--- src/rtl/fft_bfly_sched.sv ---
// fft_bfly_sched - butterfly scheduler for an in-place radix-2 DIT FFT.
//
// Issues N/2 butterfly commands per stage to a shared butterfly datapath and
// its twiddle ROM. It counts write-backs and starts the next stage only after
// every result of the current stage has been written.
//
// Ports:
//   clk, rst_n       clock, asynchronous active-low reset
//   start            one-cycle run request, honoured only while busy=0
//   busy, done       run in progress / one-cycle completion pulse
//   bf_valid/ready   command handshake towards the datapath
//   addr_a, addr_b   upper/lower leg data addresses (addr_b = addr_a + 2^stage)
//   tw_idx           twiddle index, W = exp(-j*2*pi*tw_idx/2^TW_W)
//   stage            current stage 0..LOG2N-1
//   bf_last          marks the final butterfly of a stage
//   wb_valid         one strobe per butterfly result written back
//   err              sticky unexpected write-back flag, cleared by start
module fft_bfly_sched #(
    parameter int LOG2N = 9,
    parameter int TW_W  = 9
) (
    input  logic             clk,
    input  logic             rst_n,
    input  logic             start,
    output logic             busy,
    output logic             done,
    output logic             bf_valid,
    input  logic             bf_ready,
    output logic [LOG2N-1:0] addr_a,
    output logic [LOG2N-1:0] addr_b,
    output logic [TW_W-1:0]  tw_idx,
    output logic [3:0]       stage,
    output logic             bf_last,
    input  logic             wb_valid,
    output logic             err
);

    localparam int                HALF_N     = 1 << (LOG2N - 1);
    localparam logic [LOG2N-1:0]  HALF_CNT   = LOG2N'(HALF_N);
    localparam logic [LOG2N-1:0]  ADDR_ONE   = LOG2N'(1);
    localparam logic [LOG2N-2:0]  B_ONE      = (LOG2N-1)'(1);
    localparam logic [3:0]        LAST_STAGE = 4'(LOG2N - 1);

    typedef enum logic [1:0] {
        ST_IDLE  = 2'd0,
        ST_ISSUE = 2'd1,
        ST_DRAIN = 2'd2,
        ST_FIN   = 2'd3
    } state_t;

    state_t            state_r, state_n;
    logic [3:0]        stage_r, stage_n;
    logic [LOG2N-2:0]  b_r, b_n;
    logic [LOG2N-1:0]  wb_cnt_r, wb_cnt_n;
    logic              err_r, err_n;
    logic              busy_r, done_r, bf_valid_r;

    logic [LOG2N-1:0]  b_ext_s, half_s, pos_s, grp_s, addr_a_s;
    logic [3:0]        tw_sh_s;
    logic [TW_W-1:0]   tw_s;
    logic              bf_last_s;
    logic              counting_s, wb_full_s;
    logic [LOG2N-1:0]  wb_cnt_inc_s;

    // Command fields derived from the registered stage and butterfly counter.
    always_comb begin
        b_ext_s   = {1'b0, b_r};
        half_s    = ADDR_ONE << stage_r;
        pos_s     = b_ext_s & (half_s - ADDR_ONE);
        grp_s     = b_ext_s >> stage_r;
        addr_a_s  = (grp_s << (stage_r + 4'd1)) | pos_s;
        tw_sh_s   = LAST_STAGE - stage_r;
        // pos < 2^s, so pos << (LOG2N-1-s) always fits in LOG2N-1 bits.
        tw_s      = (TW_W'(pos_s) << tw_sh_s) << (TW_W - LOG2N);
        bf_last_s = &b_r;
    end

    // Write-back counter increment; the count saturates at N/2.
    always_comb begin
        counting_s   = (state_r == ST_ISSUE) || (state_r == ST_DRAIN);
        wb_full_s    = (wb_cnt_r == HALF_CNT);
        wb_cnt_inc_s = wb_cnt_r + {{(LOG2N-1){1'b0}}, (wb_valid & ~wb_full_s)};
    end

    // Next-state logic for the stage sequencer.
    always_comb begin
        state_n  = state_r;
        stage_n  = stage_r;
        b_n      = b_r;
        wb_cnt_n = counting_s ? wb_cnt_inc_s : wb_cnt_r;
        // Write-back outside a stage, or beyond N/2 within one, is an error.
        err_n    = err_r | (wb_valid & (~counting_s | wb_full_s));
        case (state_r)
            ST_IDLE, ST_FIN: begin
                if (start) begin
                    state_n  = ST_ISSUE;
                    stage_n  = 4'd0;
                    b_n      = {(LOG2N-1){1'b0}};
                    wb_cnt_n = {LOG2N{1'b0}};
                    err_n    = 1'b0;
                end else begin
                    state_n  = ST_IDLE;
                end
            end
            ST_ISSUE: begin
                if (bf_ready) begin
                    if (bf_last_s) begin
                        state_n = ST_DRAIN;
                    end else begin
                        b_n = b_r + B_ONE;
                    end
                end else begin
                    state_n = ST_ISSUE;
                end
            end
            ST_DRAIN: begin
                if (wb_cnt_inc_s == HALF_CNT) begin
                    if (stage_r < LAST_STAGE) begin
                        state_n  = ST_ISSUE;
                        stage_n  = stage_r + 4'd1;
                        b_n      = {(LOG2N-1){1'b0}};
                        wb_cnt_n = {LOG2N{1'b0}};
                    end else begin
                        state_n  = ST_FIN;
                    end
                end else begin
                    state_n = ST_DRAIN;
                end
            end
            default: begin
                state_n = ST_IDLE;
            end
        endcase
    end

    // State, counters and registered status flags.
    always_ff @(posedge clk or negedge rst_n) begin
        if (!rst_n) begin
            state_r    <= ST_IDLE;
            stage_r    <= 4'd0;
            b_r        <= {(LOG2N-1){1'b0}};
            wb_cnt_r   <= {LOG2N{1'b0}};
            err_r      <= 1'b0;
            busy_r     <= 1'b0;
            done_r     <= 1'b0;
            bf_valid_r <= 1'b0;
        end else begin
            state_r    <= state_n;
            stage_r    <= stage_n;
            b_r        <= b_n;
            wb_cnt_r   <= wb_cnt_n;
            err_r      <= err_n;
            busy_r     <= (state_n == ST_ISSUE) || (state_n == ST_DRAIN);
            done_r     <= (state_n == ST_FIN);
            bf_valid_r <= (state_n == ST_ISSUE);
        end
    end

    // Command fields read as zero whenever no command is offered.
    assign addr_a   = bf_valid_r ? addr_a_s : {LOG2N{1'b0}};
    assign addr_b   = bf_valid_r ? (addr_a_s + half_s) : {LOG2N{1'b0}};
    assign tw_idx   = bf_valid_r ? tw_s : {TW_W{1'b0}};
    assign bf_last  = bf_valid_r & bf_last_s;
    assign bf_valid = bf_valid_r;
    assign busy     = busy_r;
    assign done     = done_r;
    assign stage    = stage_r;
    assign err      = err_r;

endmodule

--- config.mk ---
export PLATFORM = sky130hd
export DESIGN_NAME = fft_bfly_sched
export DESIGN_NICKNAME = d
export VERILOG_FILES = /design/src/rtl/fft_bfly_sched.sv
export SDC_FILE = /design/constraint.sdc
export NUM_CORES = 1
export LEC_CHECK = 0
export ABC_AREA = 1
export BUFFER_PORTS_ARGS = -buffer_cell sky130_fd_sc_hd__buf_2
export CAP_MARGIN = 20
export CORE_MARGIN = 5
export CORE_UTILIZATION = 47
export CTS_CLUSTER_SIZE = 12
export DETAILED_ROUTE_END_ITERATION = 8
export GPL_TIMING_DRIVEN = 1
export HOLD_SLACK_MARGIN = 0.12
export MAX_ROUTING_LAYER = met4
export PLACE_DENSITY = 0.67
export SYNTH_ARGS = -nofsm -noshare
export SYNTH_HDL_FRONTEND = slang
export SYNTH_SLANG_ARGS = --single-unit
--- constraint.sdc ---
create_clock -name clk -period 13.55 [get_ports clk]
set_clock_uncertainty 0.15 [all_clocks]
set_input_delay 4.065 -clock clk [delete_from_list [all_inputs] [get_ports clk]]
set_output_delay 4.065 -clock clk [all_outputs]
set_load 0.01 [all_outputs]
## Word level (Yosys, flattened, before mapping)

Cells that the tools add are included.

| storage, ports and cells | value |
|---|---|
| bits in registers | 27 |
| bits of input ports | 5 |
| output and inout bits | 36 |
| logic and storage cells | 75 |

| cells by class | value |
|---|---|
| add/sub/neg operators | 6 |
| order comparisons | 1 |
| equal/unequal tests | 13 |
| shift-type cells | 4 |
| multiplexer cells | 26 |
| bitwise operators | 9 |
| reductions and logical operators | 8 |

Operators with widths:

| kind | count |
|---|---|
| two-way mux 9 bit | 7 |
| two-way mux 8 bit | 5 |
| one-hot mux 8 bit (3 select lines) | 1 |
| equality test 9 bit, second input constant | 2 |
| one-hot mux 9 bit (2 select lines) | 1 |
| << shifter 9 x 4 -> 9 bit | 2 |
| two-way mux 4 bit | 3 |
| adder 9 x 1 -> 9 bit | 1 |
| adder 9 bit | 1 |
| bitwise AND 8 x 9 -> 9 bit | 1 |
| OR 9 bit | 1 |
| << shifter 1 x 4 -> 9 bit, first input constant | 1 |
| right shift 8 x 4 -> 9 bit | 1 |
| subtractor 9 x 1 -> 9 bit, second input constant | 1 |
| adder 8 x 1 -> 8 bit, second input constant | 1 |
| equality test 2 bit, second input constant | 4 |
| two-way mux 2 bit | 4 |
| one-hot mux 4 bit (2 select lines) | 1 |
| AND reduction 8 bit | 1 |
| inequality test 2 bit, second input constant | 3 |
| one-hot mux 2 bit (3 select lines) | 1 |
| AND reduction 5 bit | 1 |
| adder 4 x 1 -> 4 bit, second input constant | 1 |
| equality test 2 x 1 -> 1 bit, second input constant | 2 |
| other kinds (12) | 20 |

## Longest topological paths before layout

Gate-level depths: netlist of run 1.

| depth | value |
|---|---|
| depth after elaboration | 9 |
| gate-level depth with buffers | 23 |
| gate-level depth less buffers | 21 |

## Worst setup path before layout of run 1

OpenSTA, ideal clock, no wires.

| path | value |
|---|---|
| kind | reg2out |
| start | register stage_r[0], in the netlist stage[0] |
| end | output port addr_b[8] |
| arrival | 3263 ps |
| data required time | 9335 ps |
| slack | 6072 ps |
| cell stages (with the launch flop) | 21 |
| path buffers | 3 |
| cells stage by stage | dfrtp_1 -> buf_4 -> inv_1 -> buf_4 -> clkbuf_1 -> ha_1 -> ha_1 -> nand2_1 -> ha_1 -> nor2_1 -> inv_1 -> nand2_1 -> inv_1 -> fa_1 -> nor2_1 -> nand3_1 -> nand2_1 -> nand2_1 -> nand3_1 -> nand2_1 -> nor2_1 |

| between the ends | value |
|---|---|
| longest elaborated chain between the ends | 6 |
| elaborated cells on any way between the ends | 9 |
| those cells by class | add/sub: 3; shift: 3; mux: 1; bitwise: 2 |

RTL lines:

| element | RTL line | source |
|---|---|---|
| from (decl) | 52 | `logic [3:0] stage_r, stage_n;` |
| from (signal assigned) | 149 | `stage_r <= stage_n;` |
| << shifter 1 x 4 -> 9 bit | 68 | `half_s = ADDR_ONE << stage_r;` |
| subtractor 9 x 1 -> 9 bit | 69 | `pos_s = b_ext_s & (half_s - ADDR_ONE);` |
| bitwise AND 8 x 9 -> 9 bit | 69 |  |
| OR 9 bit | 71 | `addr_a_s = (grp_s << (stage_r + 4'd1)) \| pos_s;` |
| adder 9 bit * | 161 | `assign addr_b = bf_valid_r ? (addr_a_s + half_s) : {LOG2N{1'b0}};` |
| two-way mux 9 bit * | 161 |  |
| to (decl) | 30 | `output logic [LOG2N-1:0] addr_b,` |

Mark *: on every way between the ends. The rest lies on a longest branch, timed or not.

## Worst setup path in the final report of run 1

Ends and elaborated chain as after synthesis.

==> impl_metrics.json, run 1 <==
{
  "status": "finished, final reports clean",
  "required_ps": 9340,
  "p_leak_nw": 1.788,
  "num_rows": 30,
  "grt_max_degree": 30,
  "die-area_um2": 8566,
  "grt_pass1_wl_um": 15500,
  "drv_slew": 0,
  "clk_latency_ps": 270,
  "synth_top_cells_by_count": "nand2_1, inv_1, nand3_1",
  "postCtsSetupBuffers": 0,
  "maxSlewHeadroom": 0.3887,
  "start_util": 0.4767,
  "cts_buffer_depth": 2,
  "die_y_um": 92.56,
  "critPathBufInv": 3,
  "place_ws_ps": 5056,
  "cpPeakStageDelay_ps": 880,
  "die_x_um": 92.56,
  "cp-end-kind": "output port",
  "portBuffers": 40,
  "drt_iter0_drc": 280,
  "final_util": 0.5136,
  "synth_top_area_frac": 0.2109,
  "fmax_mhz": 113.0,
  "yosysSeqAreaShare": 0.2109,
  "wl_per_cell_um": 15.13,
  "setup_viol": 0,
  "criticalPathCategory": "register to output port",
  "fin_nets": 568,
  "diodes": 0,
  "vias_per_cell": 5.621,
  "grt_pass1_vias": 3178,
  "cp_max_fo": 29,
  "synth.distinct_cells": 37,
  "grt_usage": 0.2284,
  "rsz0062_at_grt": "false",
  "critPathLaunchType": "register",
  "drtAntennaViolNets": 0,
  "ys_ff_latch": 27,
  "cts_resized": 0,
  "hp-class": "register to register",
  "h-tree-depth": 1,
  "setup_ws_ps": 4704,
  "dp_hpwl_um": 7377,
  "async_flop_share": 1.000,
  "slowest_stage": "dfrtp_1",
  "synth_ff_type": "dfrtp_1",
  "drt_wl_total_um": 9353,
  "crit_arrival_ps": 4630,
  "synth_edf_count": 0,
  "postCtsHoldBufs": 0,
  "power.density_nw_per_um2": 85.82,
  "stdcell_count": 618,
  "io_pins": 41,
  "peakVddDrop_uv": 107.2,
  "fin_area_um2": 3451,
  "fin_crit_ps": 8846,
  "via_count": 3474,
  "ys.warnings.count": 0,
  "cp_common_cell": "nand2_1",
  "tritoncts": "built",
  "antenna_found_initial": 0,
  "clock-sinks": 27,
  "synthCells": 515,
  "tns_ps": 0,
  "synth_area_per_cell_um2": 6.220,
  "dpl_cell_area_um2": 3406,
  "path_delay_family": "adder cells",
  "gp_congestion": 0.9332,
  "hold_violations": 0,
  "place_inst": 614,
  "syn_to_final_growth_pct": 7.734,
  "cts_made_buffers": 3,
  "cp_cell_sequence": "inv_1 -> ha_1 -> inv_1 -> nand2_1 -> nand3_1 -> o21ai_0 -> nand2_1 -> ha_1 -> a21oi_1 -> nor2_1 -> a211oi_1 -> nand3_1 -> nand2_1 -> nor2_1 -> buf_2",
  "core_region_area_um2": 6719,
  "drive_gt1_frac": 0.1245,
  "grt_overflow": 0,
  "drv_cap": 0,
  "synth_largest_area_cell": "dfrtp_1",
  "netlist_area_um2": 3203,
  "yosysMostFrequentCell": "nand2_1",
  "worst_slew_pin_slew_ps": 908.5,
  "detailedRoute.firstPassIterationCount": 7,
  "synth_area_leaders": "dfrtp_1, nand2_1, nand3_1",
  "path_clk_slew_ps": 90,
  "drc": 0,
  "cts_root_buf": "clkbuf_8",
  "period_share": 0.6529,
  "syn_nets": 544
}
layer usage:
metal,up-vias,routed length [µm],global-route usage
met5,-,0,-
met4,0,142,0.05569
met3,15,465,0.01381
met2,112,4517,0.3909
met1,1605,4227,0.2956
li1,1742,-,-
logic make-up (layout without fill, tap and decap cells):
kind of cell    after synthesis  after routing  synth area share
fa+ha+maj                    24             24           0.09610
mux                           3              3          0.009375
compound gates               94             94            0.1703
flops                        27             27            0.2109
buf+inv                      86            109            0.1066
simple gates                269            269            0.3738
xor+xnor                     12             12           0.03281
flip-flops by register name (all words and copies together) (netlist names):
signal	flops
b_r	8
bf_valid	1
busy	1
done	1
err	1
stage	4
state_r	2
wb_cnt_r	9
where the power goes:
part,internal (mW),switching [mW]
Sequential,0.0926,0.0169
Combinational,0.0430,0.0980
Clock,0.0211,0.0246
Total,0.157,0.139
cell type report:
type	count	area [µm²]
Clock buffer	4	45.04
Fill cell	732	3268
Inverter	65	244.0
Multi-Input combinational cell	402	2186
Sequential cell	27	675.6
Tap cell	80	100.1
Timing Repair Buffer	40	200.2
stage by stage:
stage,power [mW],hold slack [ps]
3_5_place_dp,0.2533,368.1
4_1_cts,0.2999,390.2
2_1_floorplan,0.2103,354.7
3_3_place_gp,0.2509,347.4
6_report,0.2961,380.9
5_1_grt,0.3233,414.0
worst paths after layout:
path | start | endpoint | slack (ps) | depth (start not counted)
setup reg to reg | wb_cnt_r[4] | stage[1] | 9940 | 13
hold reg to reg | err | err | 380 | 2
hold / removal | err | err | 380 | 2
setup / recovery | stage[0] | addr_b[8] | 4700 | 15
max in group asynchronous | rst_n | b_r[2] | 9210 | 1
min in group asynchronous | rst_n | wb_cnt_r[6] | 3630 | 1
layout by cell type, fill, tap and decap left out, drive strengths merged:
| master | synthesis | routed |
|---|---|---|
| nand2 | 139 | 139 |
| nand3 | 65 | 65 |
| inv | 64 | 64 |
| o21ai | 49 | 49 |
| buf | 6 | 40 |
| nor2 | 39 | 39 |
| a21oi | 30 | 30 |
| dfrtp | 27 | 27 |
| ha | 23 | 23 |
| xor2 | 10 | 10 |
| nand4 | 8 | 8 |
| or2 | 7 | 7 |
| nor3 | 7 | 7 |
| o31ai | 4 | 4 |
| clkbuf | 15 | 4 |
| o211ai | 3 | 3 |
| mux2i | 3 | 3 |
| nor4 | 2 | 2 |
| o22ai | 2 | 2 |
| xnor2 | 2 | 2 |
| a211oi | 2 | 2 |
| a31oi | 2 | 2 |
| clkinv | 1 | 1 |
| and2 | 1 | 1 |
| nand3b | 1 | 1 |
| a211o | 1 | 1 |
| o21bai | 1 | 1 |
| fa | 1 | 1 |
tightest hold or removal path: cells and delay by family (launching register included):
family	cells	cell delay [ps]
DFF	1	350
AOI/OAI and AO/OA	2	150
No activity file was read; power rests on OpenSTA's default activity.
==> run 2: changes to the inputs <==
- clock period: 13.55 -> 8.37 ns (I/O delays scaled with it)
==> impl_metrics.json, run 2 (synthesis gave the netlist of run 1 again) <==
{
  "dp_hpwl_um": 7465,
  "cts_buffer_depth": 2,
  "tritoncts": "built",
  "nFillCells": 715,
  "h-tree-depth": 1,
  "worst_slew_pin_slew_ps": 937.7,
  "diodes": 0,
  "setup_viol": 0,
  "crit_arrival_ps": 4730,
  "fin_nets": 568,
  "rsz0062_at_grt": "false",
  "grt_pass1_wl_um": 15250,
  "grt_max_degree": 30,
  "tns_ps": 0,
  "criticalPathCategory": "register to output port",
  "wl_per_cell_um": 15.43,
  "final_util": 0.5136,
  "drv_slew": 0,
  "portBuffers": 40,
  "die_y_um": 92.56,
  "cp-end-kind": "output port",
  "antenna_found_initial": 0,
  "drc": 0,
  "postCtsHoldBufs": 0,
  "combPwrFrac": 0.470,
  "gp_congestion": 0.9217,
  "p_sw_mw": 0.2276,
  "power.density_nw_per_um2": 139.4,
  "fmax_mhz": 135.3,
  "final_cell_mix": "nand2_1, inv_1, nand3_1, o21ai_0, buf_2",
  "vias_per_cell": 5.638,
  "die_x_um": 92.56,
  "cp_max_fo": 29,
  "reg2reg_slack_ps": 4820,
  "power.share.clock": 0.157,
  "largest_reg_flops": 9,
  "io_pins": 41,
  "grt_pass1_vias": 3178,
  "hp-class": "register to register",
  "drive_gt1_frac": 0.1245,
  "num_rows": 30,
  "multi_input_area_um2": 2186,
  "peakVddDrop_uv": 150.7,
  "via_count": 3484,
  "cts_resized": 0,
  "drt_wl_total_um": 9538,
  "regMostFlops": "wb_cnt_r",
  "cts_made_buffers": 3,
  "detailedRoute.firstPassIterationCount": 5,
  "path_clk_slew_ps": 100,
  "clock-sinks": 27,
  "clk_latency_ps": 270,
  "critPathLaunchType": "register",
  "drt_iter0_drc": 268,
  "p_seq_frac": 0.373,
  "grt_usage": 0.2261,
  "die-area_um2": 8566,
  "postCtsSetupBuffers": 0,
  "drtAntennaViolNets": 0,
  "p_sw_frac": 0.4731,
  "syn_to_final_growth_pct": 7.734,
  "p_int_mw": 0.2535,
  "period_share": 0.8828,
  "maxSlewHeadroom": 0.3691,
  "regArea_um2": 675.6,
  "drv_cap": 0,
  "p_leak_nw": 1.788,
  "grt_overflow": 0,
  "start_util": 0.4767,
  "status": "finished, final reports clean",
  "fin_crit_ps": 7389,
  "hold_violations": 0,
  "final_common_cell": "nand2_1",
  "required_ps": 5710,
  "cts_root_buf": "clkbuf_8",
  "core_region_area_um2": 6719
}
run 2: cell counts in the layout (fill, tap and decap cells not counted):
Identical to the previous run, type by type.
run 2: worst paths after layout:
| kind | endpoint | cells past startpoint | startpoint |
|---|---|---|---|
| max in group asynchronous | stage[2] | 1 | rst_n |
| hold reg to reg | err | 2 | err |
| setup reg to reg | stage[1] | 13 | wb_cnt_r[4] |
| min in group asynchronous | wb_cnt_r[6] | 1 | rst_n |
| hold / removal | err | 2 | err |
| setup / recovery | addr_b[8] | 15 | stage[0] |
run 2: area by class of cell:
type                            count  area share
Multi-Input combinational cell    402      0.6334
Clock buffer                        4     0.01305
Sequential cell                    27      0.1958
Inverter                           65     0.07070
Tap cell                           80     0.02901
Timing Repair Buffer               40     0.05801
run 2: stage by stage:
stage          instance area (µm²)  std cells  power, mW  worst slack, ps  hold WS [ps]
2_1_floorplan                 3203        515     0.3404             2446         354.7
3_3_place_gp                  3406        614     0.4047             1541         348.9
3_5_place_dp                  3406        614     0.4088             1381         366.8
4_1_cts                       3451        618     0.4841             1033         387.6
5_1_grt                       3451        618     0.5213            517.8         405.6
6_report                      3451        618     0.4811            981.2         385.5
run 2: critical path, stage by stage (launching register included):
cell and delay (ps):
dfrtp_1 900, inv_1 570, ha_1 890, inv_1 360, nand2_1 150, nand3_1 70, o21ai_0 120, nand2_1 90
ha_1 320, a21oi_1 280, nor2_1 80, a211oi_1 240, nand3_1 120, nand2_1 70, nor2_1 40, buf_2 130
run 2: layer usage:
layer / track usage / share of wire / wire [µm] / vias up
met2: 0.3915 / 0.48 / 4603 / 114
met4: 0.07921 / 0.026 / 248 / 0
met1: 0.2729 / 0.44 / 4235 / 1607
met5: - / 0 / 0 / -
met3: 0.02437 / 0.047 / 451 / 27
li1: - / - / - / 1736
run 2: power groups by stage:
stage          clock, mW  combinational, mW  sequential (mW)
2_1_floorplan          0              0.173            0.167
3_3_place_gp           0              0.224            0.181
3_5_place_dp           0              0.227            0.182
4_1_cts           0.0776              0.227            0.179
5_1_grt           0.0850              0.254            0.182
6_report          0.0755              0.226            0.180
==> run 3: changes to the inputs <==
- clock period: 8.37 -> 7.55 ns (I/O delays scaled with it)
==> impl_metrics.json, run 3 (synthesis gave the netlist of run 1 again) <==
{
  "holdCritStartpoint": "err",
  "grt_pass1_vias": 3241,
  "cp_max_fo": 22,
  "diodes": 0,
  "slowest_stage": "ha_1",
  "num_rows": 30,
  "die_y_um": 92.56,
  "period_share": 0.8862,
  "p_total_mw": 0.5300,
  "crit_arrival_ps": 4280,
  "cts_resized": 0,
  "criticalPathCategory": "register to output port",
  "die-area_um2": 8566,
  "power.density_nw_per_um2": 153.2,
  "setup_viol": 0,
  "cp_cell_sequence": "clkinv_1 -> ha_1 -> inv_1 -> nand3_1 -> nand3_1 -> o211ai_1 -> nand2_1 -> ha_1 -> a21oi_1 -> o21bai_1 -> a21oi_1 -> nand3_1 -> nand2_1 -> nor2_1 -> buf_2",
  "cts_root_buf": "clkbuf_8",
  "postCtsHoldBufs": 0,
  "antenna_found_initial": 0,
  "path_delay_family": "adder cells",
  "grt_overflow": 0,
  "drtAntennaViolNets": 0,
  "grt_max_degree": 30,
  "cpPeakStageDelay_ps": 850,
  "dp_hpwl_um": 7299,
  "fin_crit_ps": 6691,
  "peakVddDrop_uv": 174.2,
  "grt_pass1_wl_um": 15730,
  "drt_iter0_drc": 211,
  "place_inst": 615,
  "required_ps": 5140,
  "grt_usage": 0.2297,
  "cts_buffer_depth": 2,
  "final_util": 0.5147,
  "drc": 0,
  "fmax_mhz": 149.5,
  "cp-end-kind": "output port",
  "drv_cap": 0,
  "tns_ps": 0,
  "vias_per_cell": 5.585,
  "regArea_um2": 675.6,
  "largest_reg_flops": 9,
  "fin_nets": 569,
  "r2r_start": "wb_cnt_r[4]",
  "clock-sinks": 27,
  "die_x_um": 92.56,
  "regMostFlops": "wb_cnt_r",
  "critPathLaunchType": "register",
  "status": "finished, final reports clean",
  "via_count": 3457,
  "drive_gt1_frac": 0.1262,
  "syn_to_final_growth_pct": 7.969,
  "drv_slew": 0,
  "final_cell_mix": "nand2_1, inv_1, nand3_1, o21ai_0, buf_2",
  "drt_wl_total_um": 9340,
  "portBuffers": 40,
  "gp_congestion": 0.9175,
  "path_clk_slew_ps": 90,
  "cts_made_buffers": 3,
  "p_leak_nw": 1.792,
  "worst_slew_pin_slew_ps": 854.7,
  "rsz0062_at_grt": "false",
  "maxSlewHeadroom": 0.4302,
  "detailedRoute.firstPassIterationCount": 5,
  "wl_per_cell_um": 15.09,
  "cp_common_cell": "nand3_1",
  "h-tree-depth": 1,
  "nFillCells": 700,
  "core_region_area_um2": 6719,
  "critPathBufInv": 3,
  "tritoncts": "built",
  "hold_violations": 0,
  "final_common_cell": "nand2_1",
  "hp-class": "register to register",
  "postCtsSetupBuffers": 0,
  "io_pins": 41,
  "clk_latency_ps": 280,
  "start_util": 0.4767,
  "stdcell_count": 619,
  "critical_path.startpoint": "stage[1]",
  "multi_input_area_um2": 2186
}
## run 3: cell count changes in the layout (fill, tap and decap cells not counted), sizes merged
cell,change
buf,+1
## run 3: area by class of cell
type                            instances  share of cell area
Sequential cell                        27              0.1954
Clock buffer                            4             0.01302
Tap cell                               80             0.02894
Multi-Input combinational cell        402              0.6321
Timing Repair Buffer                   41             0.06006
Inverter                               65             0.07055
## run 3: tightest hold or removal path: cells and delay by family (launching register included)
| kind | cells | cell delay (ps) |
|---|---|---|
| compound gates | 2 | 160 |
| flops | 1 | 350 |
## run 3: per-stage QoR
step	cell area (µm²)	setup slack [ps]	hold slack [ps]
after floorplan	3203	1872	354.7
after global placement	3413	1397	348.6
after detailed placement	3413	1273	367.1
after CTS	3458	912.3	389.2
after global routing	3458	384.8	416.8
final	3458	859.1	393.0
## run 3: worst paths after layout
kind | to | slack (ps) | depth (start not counted)
worst min-delay path | err | 390 | 2
max in group asynchronous | stage[0] | 5020 | 1
worst min register to register | err | 390 | 2
worst max register to register | stage[3] | 4130 | 13
min in group asynchronous | err | 1830 | 1
worst max-delay path | addr_b[7] | 860 | 15
## run 3: power by group
part / leakage (nW) / total (mW) / internal (mW) / switching [mW]
clock network: 0.0228 / 0.0835 / 0.0379 / 0.0456
registers: 0.365 / 0.199 / 0.166 / 0.0324
logic: 1.40 / 0.248 / 0.0767 / 0.171
total: 1.79 / 0.530 / 0.281 / 0.249
## run 3: routing by layer
| layer | GRT usage | share of wire |
|---|---|---|
| met5 | - | 0 |
| met4 | 0.05693 | 0.020 |
| met3 | 0.01300 | 0.046 |
| met2 | 0.3970 | 0.48 |
| met1 | 0.2944 | 0.46 |
